## config.mk

```make
export PLATFORM = sky130hd
export DESIGN_NAME = uart_frame_rx_flat
export DESIGN_NICKNAME = d
export VERILOG_FILES = /design/src/rtl/uart_frame_rx_if.sv /design/src/rtl/uart_frame_rx.sv /design/src/flat_wrapper.sv
export SDC_FILE = /design/constraint.sdc
export NUM_CORES = 1
export LEC_CHECK = 0
export ABC_AREA = 1
export BUFFER_PORTS_ARGS = -buffer_cell sky130_fd_sc_hd__buf_2
export CORE_ASPECT_RATIO = 0.75
export CORE_MARGIN = 5
export CORE_UTILIZATION = 40
export CTS_BUF_LIST = sky130_fd_sc_hd__clkbuf_8
export CTS_CLUSTER_DIAMETER = 150
export DETAILED_ROUTE_END_ITERATION = 12
export PLACE_DENSITY_LB_ADDON = 0.3
export SLEW_MARGIN = 0
export SYNTH_ARGS = -nofsm -noshare
export SYNTH_HDL_FRONTEND = slang
export SYNTH_SLANG_ARGS = --single-unit
```

## constraint.sdc

```tcl
create_clock -name clk -period 2.55 [get_ports clk]
set_clock_uncertainty 0.1 [all_clocks]
set_input_delay 0.1275 -clock clk [delete_from_list [all_inputs] [get_ports clk]]
set_output_delay 0.1275 -clock clk [all_outputs]
set_load 0.005 [all_outputs]
```

## src/rtl/uart_frame_rx_if.sv

```systemverilog
// Byte-stream and status bundle for uart_frame_rx.
//   in_data/in_valid/in_ready     : byte stream from the UART receiver
//   out_data/out_valid/out_ready  : validated payload stream, out_last on final byte
//   frame_ok/frame_err/err_code   : per-frame status pulses and drop cause
// modport master is the decoder side, modport slave is the surrounding logic.
interface uart_frame_rx_if;
    logic [7:0] in_data;
    logic       in_valid;
    logic       in_ready;
    logic [7:0] out_data;
    logic       out_valid;
    logic       out_ready;
    logic       out_last;
    logic       frame_ok;
    logic       frame_err;
    logic [1:0] err_code;

    modport master (
        input  in_data, in_valid, out_ready,
        output in_ready, out_data, out_valid, out_last, frame_ok, frame_err, err_code
    );

    modport slave (
        output in_data, in_valid, out_ready,
        input  in_ready, out_data, out_valid, out_last, frame_ok, frame_err, err_code
    );
endinterface

```

## src/rtl/uart_frame_rx.sv

```systemverilog
// Sync-delimited frame decoder behind the UART receiver.
// Frame: SYNC_BYTE, LEN, LEN payload bytes, CHK (CHK = LEN ^ payload bytes).
// Payload is buffered and forwarded only after the checksum passes;
// bad length, bad checksum and inter-byte timeout drop the frame.
// Ports:
//   clk, rst_n : clock, asynchronous active-low reset
//   bus        : uart_frame_rx_if.master (byte in, payload out, status)
module uart_frame_rx #(
    parameter int unsigned MAX_LEN        = 16,
    parameter logic [7:0]  SYNC_BYTE      = 8'hA5,
    parameter int unsigned TIMEOUT_CYCLES = 50000
) (
    input  logic             clk,
    input  logic             rst_n,
    uart_frame_rx_if.master  bus
);

    localparam int unsigned IDX_W     = $clog2(MAX_LEN + 1);
    localparam int unsigned ADDR_W    = (MAX_LEN > 1) ? $clog2(MAX_LEN) : 1;
    localparam int unsigned BUF_DEPTH = 1 << ADDR_W;
    localparam int unsigned TMO_W     = $clog2(TIMEOUT_CYCLES + 1);

    localparam logic [7:0]       MAX_LEN_B = 8'(MAX_LEN);
    localparam logic [TMO_W-1:0] TMO_MAX   = TMO_W'(TIMEOUT_CYCLES);
    localparam logic [TMO_W-1:0] TMO_LAST  = TMO_W'(TIMEOUT_CYCLES - 1);
    localparam logic [1:0]       ERR_LEN   = 2'd1;
    localparam logic [1:0]       ERR_CHK   = 2'd2;
    localparam logic [1:0]       ERR_TMO   = 2'd3;

    typedef enum logic [2:0] {
        S_HUNT,
        S_LEN,
        S_PAYLOAD,
        S_CHECK,
        S_DRAIN
    } state_t;

    state_t           state_q, state_d;
    logic [IDX_W-1:0] len_q, len_d;
    logic [IDX_W-1:0] idx_q, idx_d;
    logic [IDX_W-1:0] rd_idx_q, rd_idx_d;
    logic [IDX_W-1:0] rd_idx_nxt;
    logic [7:0]       chk_q, chk_d;
    logic [TMO_W-1:0] tmo_q, tmo_d;
    logic [7:0]       out_data_q, out_data_d;
    logic             out_valid_q, out_valid_d;
    logic             out_last_q, out_last_d;
    logic             frame_ok_q, frame_ok_d;
    logic             frame_err_q, frame_err_d;
    logic [1:0]       err_code_q, err_code_d;
    logic             in_ready_q, in_ready_d;
    logic             buf_we;
    logic             in_fire;
    logic             out_fire;
    logic             in_frame;

    // Payload buffer; depth rounded up to a power of two so every address is in range.
    logic [7:0] buf_q [BUF_DEPTH];

    assign in_fire    = bus.in_valid && in_ready_q;
    assign out_fire   = out_valid_q && bus.out_ready;
    assign in_frame   = (state_q == S_LEN) || (state_q == S_PAYLOAD) || (state_q == S_CHECK);
    assign rd_idx_nxt = rd_idx_q + IDX_W'(1);

    // Next-state, datapath and output decode.
    always_comb begin
        state_d     = state_q;
        len_d       = len_q;
        idx_d       = idx_q;
        rd_idx_d    = rd_idx_q;
        chk_d       = chk_q;
        tmo_d       = '0;
        out_data_d  = out_data_q;
        out_valid_d = out_valid_q;
        out_last_d  = out_last_q;
        frame_ok_d  = 1'b0;
        frame_err_d = 1'b0;
        err_code_d  = err_code_q;
        buf_we      = 1'b0;

        // Idle counter only runs while a frame is open; any accepted byte restarts it.
        if (in_frame && !in_fire) begin
            tmo_d = (tmo_q == TMO_MAX) ? tmo_q : tmo_q + TMO_W'(1);
        end

        unique case (state_q)
            S_HUNT: begin
                if (in_fire && bus.in_data == SYNC_BYTE) begin
                    state_d = S_LEN;
                end
            end
            S_LEN: begin
                if (in_fire) begin
                    if (bus.in_data == 8'd0 || bus.in_data > MAX_LEN_B) begin
                        frame_err_d = 1'b1;
                        err_code_d  = ERR_LEN;
                        state_d     = S_HUNT;
                    end else begin
                        len_d   = IDX_W'(bus.in_data);
                        chk_d   = bus.in_data;
                        idx_d   = '0;
                        state_d = S_PAYLOAD;
                    end
                end
            end
            S_PAYLOAD: begin
                if (in_fire) begin
                    buf_we = 1'b1;
                    chk_d  = chk_q ^ bus.in_data;
                    idx_d  = idx_q + IDX_W'(1);
                    if (idx_q == len_q - IDX_W'(1)) begin
                        state_d = S_CHECK;
                    end
                end
            end
            S_CHECK: begin
                if (in_fire) begin
                    if (bus.in_data == chk_q) begin
                        // First payload byte is presented together with the frame_ok pulse.
                        frame_ok_d  = 1'b1;
                        rd_idx_d    = '0;
                        out_valid_d = 1'b1;
                        out_data_d  = buf_q[0];
                        out_last_d  = (len_q == IDX_W'(1));
                        state_d     = S_DRAIN;
                    end else begin
                        frame_err_d = 1'b1;
                        err_code_d  = ERR_CHK;
                        state_d     = S_HUNT;
                    end
                end
            end
            S_DRAIN: begin
                if (out_fire) begin
                    if (out_last_q) begin
                        out_valid_d = 1'b0;
                        out_last_d  = 1'b0;
                        state_d     = S_HUNT;
                    end else begin
                        rd_idx_d   = rd_idx_nxt;
                        out_data_d = buf_q[ADDR_W'(rd_idx_nxt)];
                        out_last_d = (rd_idx_nxt == len_q - IDX_W'(1));
                    end
                end
            end
            default: begin
                state_d = S_HUNT;
            end
        endcase

        // Expiry only when no byte lands this cycle: a simultaneous byte wins.
        if (in_frame && !in_fire && tmo_q >= TMO_LAST) begin
            frame_err_d = 1'b1;
            err_code_d  = ERR_TMO;
            tmo_d       = '0;
            state_d     = S_HUNT;
        end

        in_ready_d = (state_d != S_DRAIN);
    end

    // State and output registers.
    always_ff @(posedge clk or negedge rst_n) begin
        if (!rst_n) begin
            state_q     <= S_HUNT;
            len_q       <= '0;
            idx_q       <= '0;
            rd_idx_q    <= '0;
            chk_q       <= '0;
            tmo_q       <= '0;
            out_data_q  <= '0;
            out_valid_q <= 1'b0;
            out_last_q  <= 1'b0;
            frame_ok_q  <= 1'b0;
            frame_err_q <= 1'b0;
            err_code_q  <= '0;
            in_ready_q  <= 1'b1;
        end else begin
            state_q     <= state_d;
            len_q       <= len_d;
            idx_q       <= idx_d;
            rd_idx_q    <= rd_idx_d;
            chk_q       <= chk_d;
            tmo_q       <= tmo_d;
            out_data_q  <= out_data_d;
            out_valid_q <= out_valid_d;
            out_last_q  <= out_last_d;
            frame_ok_q  <= frame_ok_d;
            frame_err_q <= frame_err_d;
            err_code_q  <= err_code_d;
            in_ready_q  <= in_ready_d;
        end
    end

    // Payload buffer write; contents are don't-care outside a frame.
    always_ff @(posedge clk) begin
        if (buf_we) begin
            buf_q[ADDR_W'(idx_q)] <= bus.in_data;
        end
    end

    assign bus.in_ready  = in_ready_q;
    assign bus.out_data  = out_data_q;
    assign bus.out_valid = out_valid_q;
    assign bus.out_last  = out_last_q;
    assign bus.frame_ok  = frame_ok_q;
    assign bus.frame_err = frame_err_q;
    assign bus.err_code  = err_code_q;

endmodule
```

## src/flat_wrapper.sv

```systemverilog
// flat-port wrapper written by rule: the top's interface ports become plain ports
module uart_frame_rx_flat 
#(
    parameter int unsigned MAX_LEN        = 16,
    parameter logic [7:0]  SYNC_BYTE      = 8'hA5,
    parameter int unsigned TIMEOUT_CYCLES = 50000
)
  (clk, rst_n, bus_in_data, bus_in_valid, bus_out_ready, bus_in_ready, bus_out_data, bus_out_valid, bus_out_last, bus_frame_ok, bus_frame_err, bus_err_code);
  uart_frame_rx_if bus_i ();
  input  logic clk;
  input  logic rst_n;
  input wire logic [$bits(bus_i.in_data)-1:0] bus_in_data;
  input wire logic [$bits(bus_i.in_valid)-1:0] bus_in_valid;
  input wire logic [$bits(bus_i.out_ready)-1:0] bus_out_ready;
  output wire logic [$bits(bus_i.in_ready)-1:0] bus_in_ready;
  output wire logic [$bits(bus_i.out_data)-1:0] bus_out_data;
  output wire logic [$bits(bus_i.out_valid)-1:0] bus_out_valid;
  output wire logic [$bits(bus_i.out_last)-1:0] bus_out_last;
  output wire logic [$bits(bus_i.frame_ok)-1:0] bus_frame_ok;
  output wire logic [$bits(bus_i.frame_err)-1:0] bus_frame_err;
  output wire logic [$bits(bus_i.err_code)-1:0] bus_err_code;
  assign bus_i.in_data = bus_in_data;
  assign bus_i.in_valid = bus_in_valid;
  assign bus_i.out_ready = bus_out_ready;
  assign bus_in_ready = bus_i.in_ready;
  assign bus_out_data = bus_i.out_data;
  assign bus_out_valid = bus_i.out_valid;
  assign bus_out_last = bus_i.out_last;
  assign bus_frame_ok = bus_i.frame_ok;
  assign bus_frame_err = bus_i.frame_err;
  assign bus_err_code = bus_i.err_code;
  uart_frame_rx #(.MAX_LEN(MAX_LEN), .SYNC_BYTE(SYNC_BYTE), .TIMEOUT_CYCLES(TIMEOUT_CYCLES)) u_core (.clk(clk), .rst_n(rst_n), .bus(bus_i));
endmodule
```

==> run summary <==
RUN STATUS
-----------------------------------------------------------------------------------------
Status                                                                       finished, final reports clean

CLOCK TREE
-----------------------------------------------------------------------------------------
Clock slew seen by the registers of the worst setup and hold paths                0.10 ns
Buffer depth of the longest clock path                                                  2
CTS H-tree lvls                                                                         4
Post-CTS setup buffer count                                                             0
Clk Latency, worst-skew pair                                                      0.48 ns
Clock tree root driver cell                                                  sky130_fd_sc_hd__clkbuf_8
CTS tree                                                                              yes
Cts bufs inserted                                                                      17
TritonCTS Sinks                                                                       185

POWER
-----------------------------------------------------------------------------------------
Cell Pwr Density                                                              610 nW/um^2
Pleak                                                                             4.56 nW
Max rail drop VDD                                                              0.000300 V

SYNTH
-----------------------------------------------------------------------------------------
Main combinational cell family by area after synthesis                       simple AND/OR/NAND/NOR gates
Adder-cell area share of the yosys netlist                                          1.25%
Post-synthesis instance area                                                   9010 sq um
Number of warnings printed during yosys synthesis                                       0
Top_reg_cell synth                                                           sky130_fd_sc_hd__edfxtp_1
Sequential share of the synthesized area                                            58.5%
Gate Count Post-Synth                                                                1013
Mean instance size in the synthesized netlist                                  8.89 sq um
Proportion of register bits with asynchronous set or reset after synthesis          30.8%
Share of synthesized area spent on multiplexers                                        0%
Simple-gate area share of the yosys netlist                                         26.7%
Area fraction in compound gates after synthesis                                     1.72%
Post-synth EDFFs                                                                      128
Syn nets                                                                             1034
Flops & latches, synth                                                                185
Post-synth cell types                                                                  32
Fraction of synthesized cell area in xor and xnor cells                             3.08%

WORST SETUP PATH
-----------------------------------------------------------------------------------------
Setup crit end kind                                                              register
Classification of the worst setup path                                       register to register
FF-to-FF path depth                                                                     6
Worst endpoint data arrival time                                                  2.26 ns
Required time at the endpoint of the critical path                                2.65 ns
Highest fanout seen on the critical path                                                6
Critical Path Source Type                                                        register

LAYOUT
-----------------------------------------------------------------------------------------
Layout Area Growth over Synthesis                                                   11.3%
Footprint of the multi-input gates                                             2950 sq um
Total number of nets in the final design                                             1086
Number of fillers in the final layout                                                2156
Diodes inserted                                                                         0
Non-filler instance count after layout                                               1372
Post-route cell area                                                          10000 sq um
Share of final-layout standard cells stronger than drive strength 1                 10.9%
Sequential cell area                                                           5270 sq um

GLOBAL ROUTE
-----------------------------------------------------------------------------------------
Fraction of met1 tracks used by global routing                                      28.2%
Number of antenna violations at the first check in global routing                       0
Maximum number of pins on one net before global-route repair                           58
Sum of overflow across all layers after global routing                                  0
Most heavily used metal layer in global routing                                      met1
Vias in the first global route                                                       6361
Global Route Usage Sum                                                              18.1%
Wire length of the first global-routing pass                                      35.9 mm
Global-route track usage on met2                                                    25.0%
Global-route track usage on met3                                                    4.28%

STA
-----------------------------------------------------------------------------------------
Transition time at the pin with the least slew margin                            0.643 ns
Setup repair after global routing missed its margin                                    no
Post-layout min period                                                            2.16 ns
Tcrit/Tclk final                                                                    84.7%
Final-report hold violation count                                                       0
Total Neg Setup Slack                                                                0 ns
Total of endpoints with negative setup slack in the final report                        0
Smallest setup slack after layout                                                0.391 ns
Final-report max-slew violation count                                                   0
Highest attainable clock frequency                                              0.463 GHz
Slew headroom                                                                       57.1%

PLACED DESIGN
-----------------------------------------------------------------------------------------
Worst setup timing slack at the placement stage                                  0.448 ns
Placed instance count                                                                1335
HPWL after detailed placement                                                     14.7 mm
Post-DP Area                                                                   9620 sq um
Final weighted congestion in routability-driven placement                           0.827
Buffers added on ports                                                                 26

FLOW RUN
-----------------------------------------------------------------------------------------
Max-cap viol count                                                                      0

FLOORPLANNING
-----------------------------------------------------------------------------------------
Number of core rows                                                                    47
Boundary pin count                                                                     27
Die ar.                                                                       25700 sq um
Core area                                                                     22100 sq um
Die span in y                                                                      140 um
Initial core utilization                                                            40.7%
Die width                                                                          183 um

ROUTE
-----------------------------------------------------------------------------------------
Final wirelength                                                                  22.2 mm
Pre-antenna DRT Iters                                                                   5
Via density per instance                                                             4.87
Routed vias                                                                          6678
Drt wl/cell                                                                       16.2 um
1st-iter DRT viols                                                                    710
Count of unresolved DRC violations after routing                                        0
Count of antenna-violating nets left after detailed routing                             0

WORST HOLD PATH
-----------------------------------------------------------------------------------------
Hold Crit Depth                                                                         5
Classification of the worst-slack hold path                                  primary input to register

[synthesized netlist by cell type (9+ instances only)]
library cell | number | area [sq um]
sky130_fd_sc_hd__buf_2 | 10 | 50.1
sky130_fd_sc_hd__nand4_1 | 12 | 75.1
sky130_fd_sc_hd__nand2_1 | 349 | 1310
sky130_fd_sc_hd__nand3_1 | 124 | 621
sky130_fd_sc_hd__nor2_1 | 61 | 229
sky130_fd_sc_hd__o21ai_0 | 17 | 85.1
sky130_fd_sc_hd__clkbuf_1 | 16 | 60.1
sky130_fd_sc_hd__nor3_1 | 9 | 45.0
sky130_fd_sc_hd__xnor2_1 | 10 | 87.6
sky130_fd_sc_hd__inv_1 | 149 | 559
sky130_fd_sc_hd__edfxtp_1 | 128 | 3840
sky130_fd_sc_hd__xor2_1 | 13 | 114
sky130_fd_sc_hd__ha_1 | 9 | 113
sky130_fd_sc_hd__dfrtp_1 | 56 | 1400
[cell usage in the layout, fill, tap and decap left out]
master	n
sky130_fd_sc_hd__nand3_2	8
sky130_fd_sc_hd__clkbuf_8	17
sky130_fd_sc_hd__xor2_1	13
sky130_fd_sc_hd__xnor2_4	1
sky130_fd_sc_hd__dlygate4sd3_1	5
sky130_fd_sc_hd__xnor2_2	1
sky130_fd_sc_hd__xor2_2	2
sky130_fd_sc_hd__clkinv_4	4
sky130_fd_sc_hd__dfrtp_1	55
sky130_fd_sc_hd__xnor2_1	10
sky130_fd_sc_hd__bufinv_16	1
sky130_fd_sc_hd__buf_4	36
sky130_fd_sc_hd__o21ai_0	17
sky130_fd_sc_hd__nand3b_1	1
sky130_fd_sc_hd__nor2_2	2
sky130_fd_sc_hd__inv_1	150
sky130_fd_sc_hd__inv_2	8
sky130_fd_sc_hd__o21ai_1	7
sky130_fd_sc_hd__inv_6	3
sky130_fd_sc_hd__o31ai_1	1
sky130_fd_sc_hd__nand2_1	349
sky130_fd_sc_hd__nor3_2	2
sky130_fd_sc_hd__or2_2	1
sky130_fd_sc_hd__dfstp_2	1
sky130_fd_sc_hd__nand3_1	124
sky130_fd_sc_hd__buf_12	2
sky130_fd_sc_hd__nor2_1	61
sky130_fd_sc_hd__nand4_1	12
sky130_fd_sc_hd__edfxtp_1	128
sky130_fd_sc_hd__clkinvlp_4	2
sky130_fd_sc_hd__ha_1	9
sky130_fd_sc_hd__a21oi_1	3
sky130_fd_sc_hd__dfrtp_2	1
sky130_fd_sc_hd__nor3_1	9
sky130_fd_sc_hd__buf_2	26
sky130_fd_sc_hd__a31oi_1	2
sky130_fd_sc_hd__clkinv_1	4
[registers in the layout, indices dropped and copies added (netlist names), 2 cells and up]
name / count
u_core.rd_idx_q: 5
u_core.bus.out_data: 8
u_core.idx_q: 5
u_core.tmo_q: 16
u_core.chk_q: 8
u_core.buf_q: 128
u_core.state_q: 3
u_core.len_q: 5
u_core.bus.err_code: 2
[layer usage]
metal,part of all wire [%],vias to the layer above
met4,1.4,0
met2,42,169
met1,51,3179
met3,5.8,22
met5,0,-
li1,-,3308
[worst max-delay path, cell delays in order, from the launching register on]
cell and delay [ns]:
sky130_fd_sc_hd__dfrtp_1 0.45, sky130_fd_sc_hd__nor3_2 0.36, sky130_fd_sc_hd__inv_2 0.07, sky130_fd_sc_hd__nor2_2 0.23, sky130_fd_sc_hd__nand2_1 0.20, sky130_fd_sc_hd__nor2_1 0.24, sky130_fd_sc_hd__buf_4 0.22
[cell type report]
cell class | count | area share (%)
flip-flops and latches | 185 | 52.6
multi-input cells | 635 | 29.4
clock buffers | 17 | 2.33
well taps | 294 | 3.67
clock inverters | 15 | 1.25
repair buffers | 69 | 4.89
inverters | 157 | 5.87
[per-stage QoR]
step / hold slack, ns / util, % / power [W]
after floorplan: -0.268 / - / 0.00401
after global placement: 0.0575 / 43.5 / 0.00430
after detailed placement: 0.0602 / 43.5 / 0.00431
after CTS: 0.00165 / 45.4 / 0.00617
after global routing: 0.00963 / 45.4 / 0.00643
final: 0.0211 / 45.4 / 0.00612
[timing repair]
action / in CTS / in global routing
endpoints found under the hold margin: 73 / 0
gates resized for setup: 0 / 0
hold buffers: 5 / 0
[report_power, final]
part,internal (W),total [W],switching [W],leakage [nW]
Clock,0.000769,0.00186,0.00109,0.178
Sequential,0.00338,0.00352,0.000145,1.89
Combinational,0.000276,0.000730,0.000454,2.49
Total,0.00442,0.00612,0.00169,4.56
[cell families (layout without fill, tap and decap cells)]
kind of cell             count (synthesis)  count (layout)
buffers and inverters                  193             258
XOR/XNOR                                27              27
adder cells (fa/ha/maj)                  9               9
AND/OR/NAND/NOR                        569             569
AO/OA/AOI/OAI                           30              30
flip-flops                             185             185
[path summary, 6_finish.rpt]
path                                       from                endpoint  slack, ns
hold reg to reg            u_core.bus.out_valid    u_core.bus.out_valid       0.40
setup reg to reg              u_core.state_q[2]      u_core.buf_q[4][7]       0.39
setup / recovery              u_core.state_q[2]      u_core.buf_q[4][7]       0.39
hold / removal                   bus_in_data[5]         u_core.chk_q[5]       0.02
min in group asynchronous                 rst_n  u_core.bus.out_data[3]       0.07
max in group asynchronous                 rst_n     u_core.bus.in_ready       1.95
No activity file was read; power rests on OpenSTA's default activity.
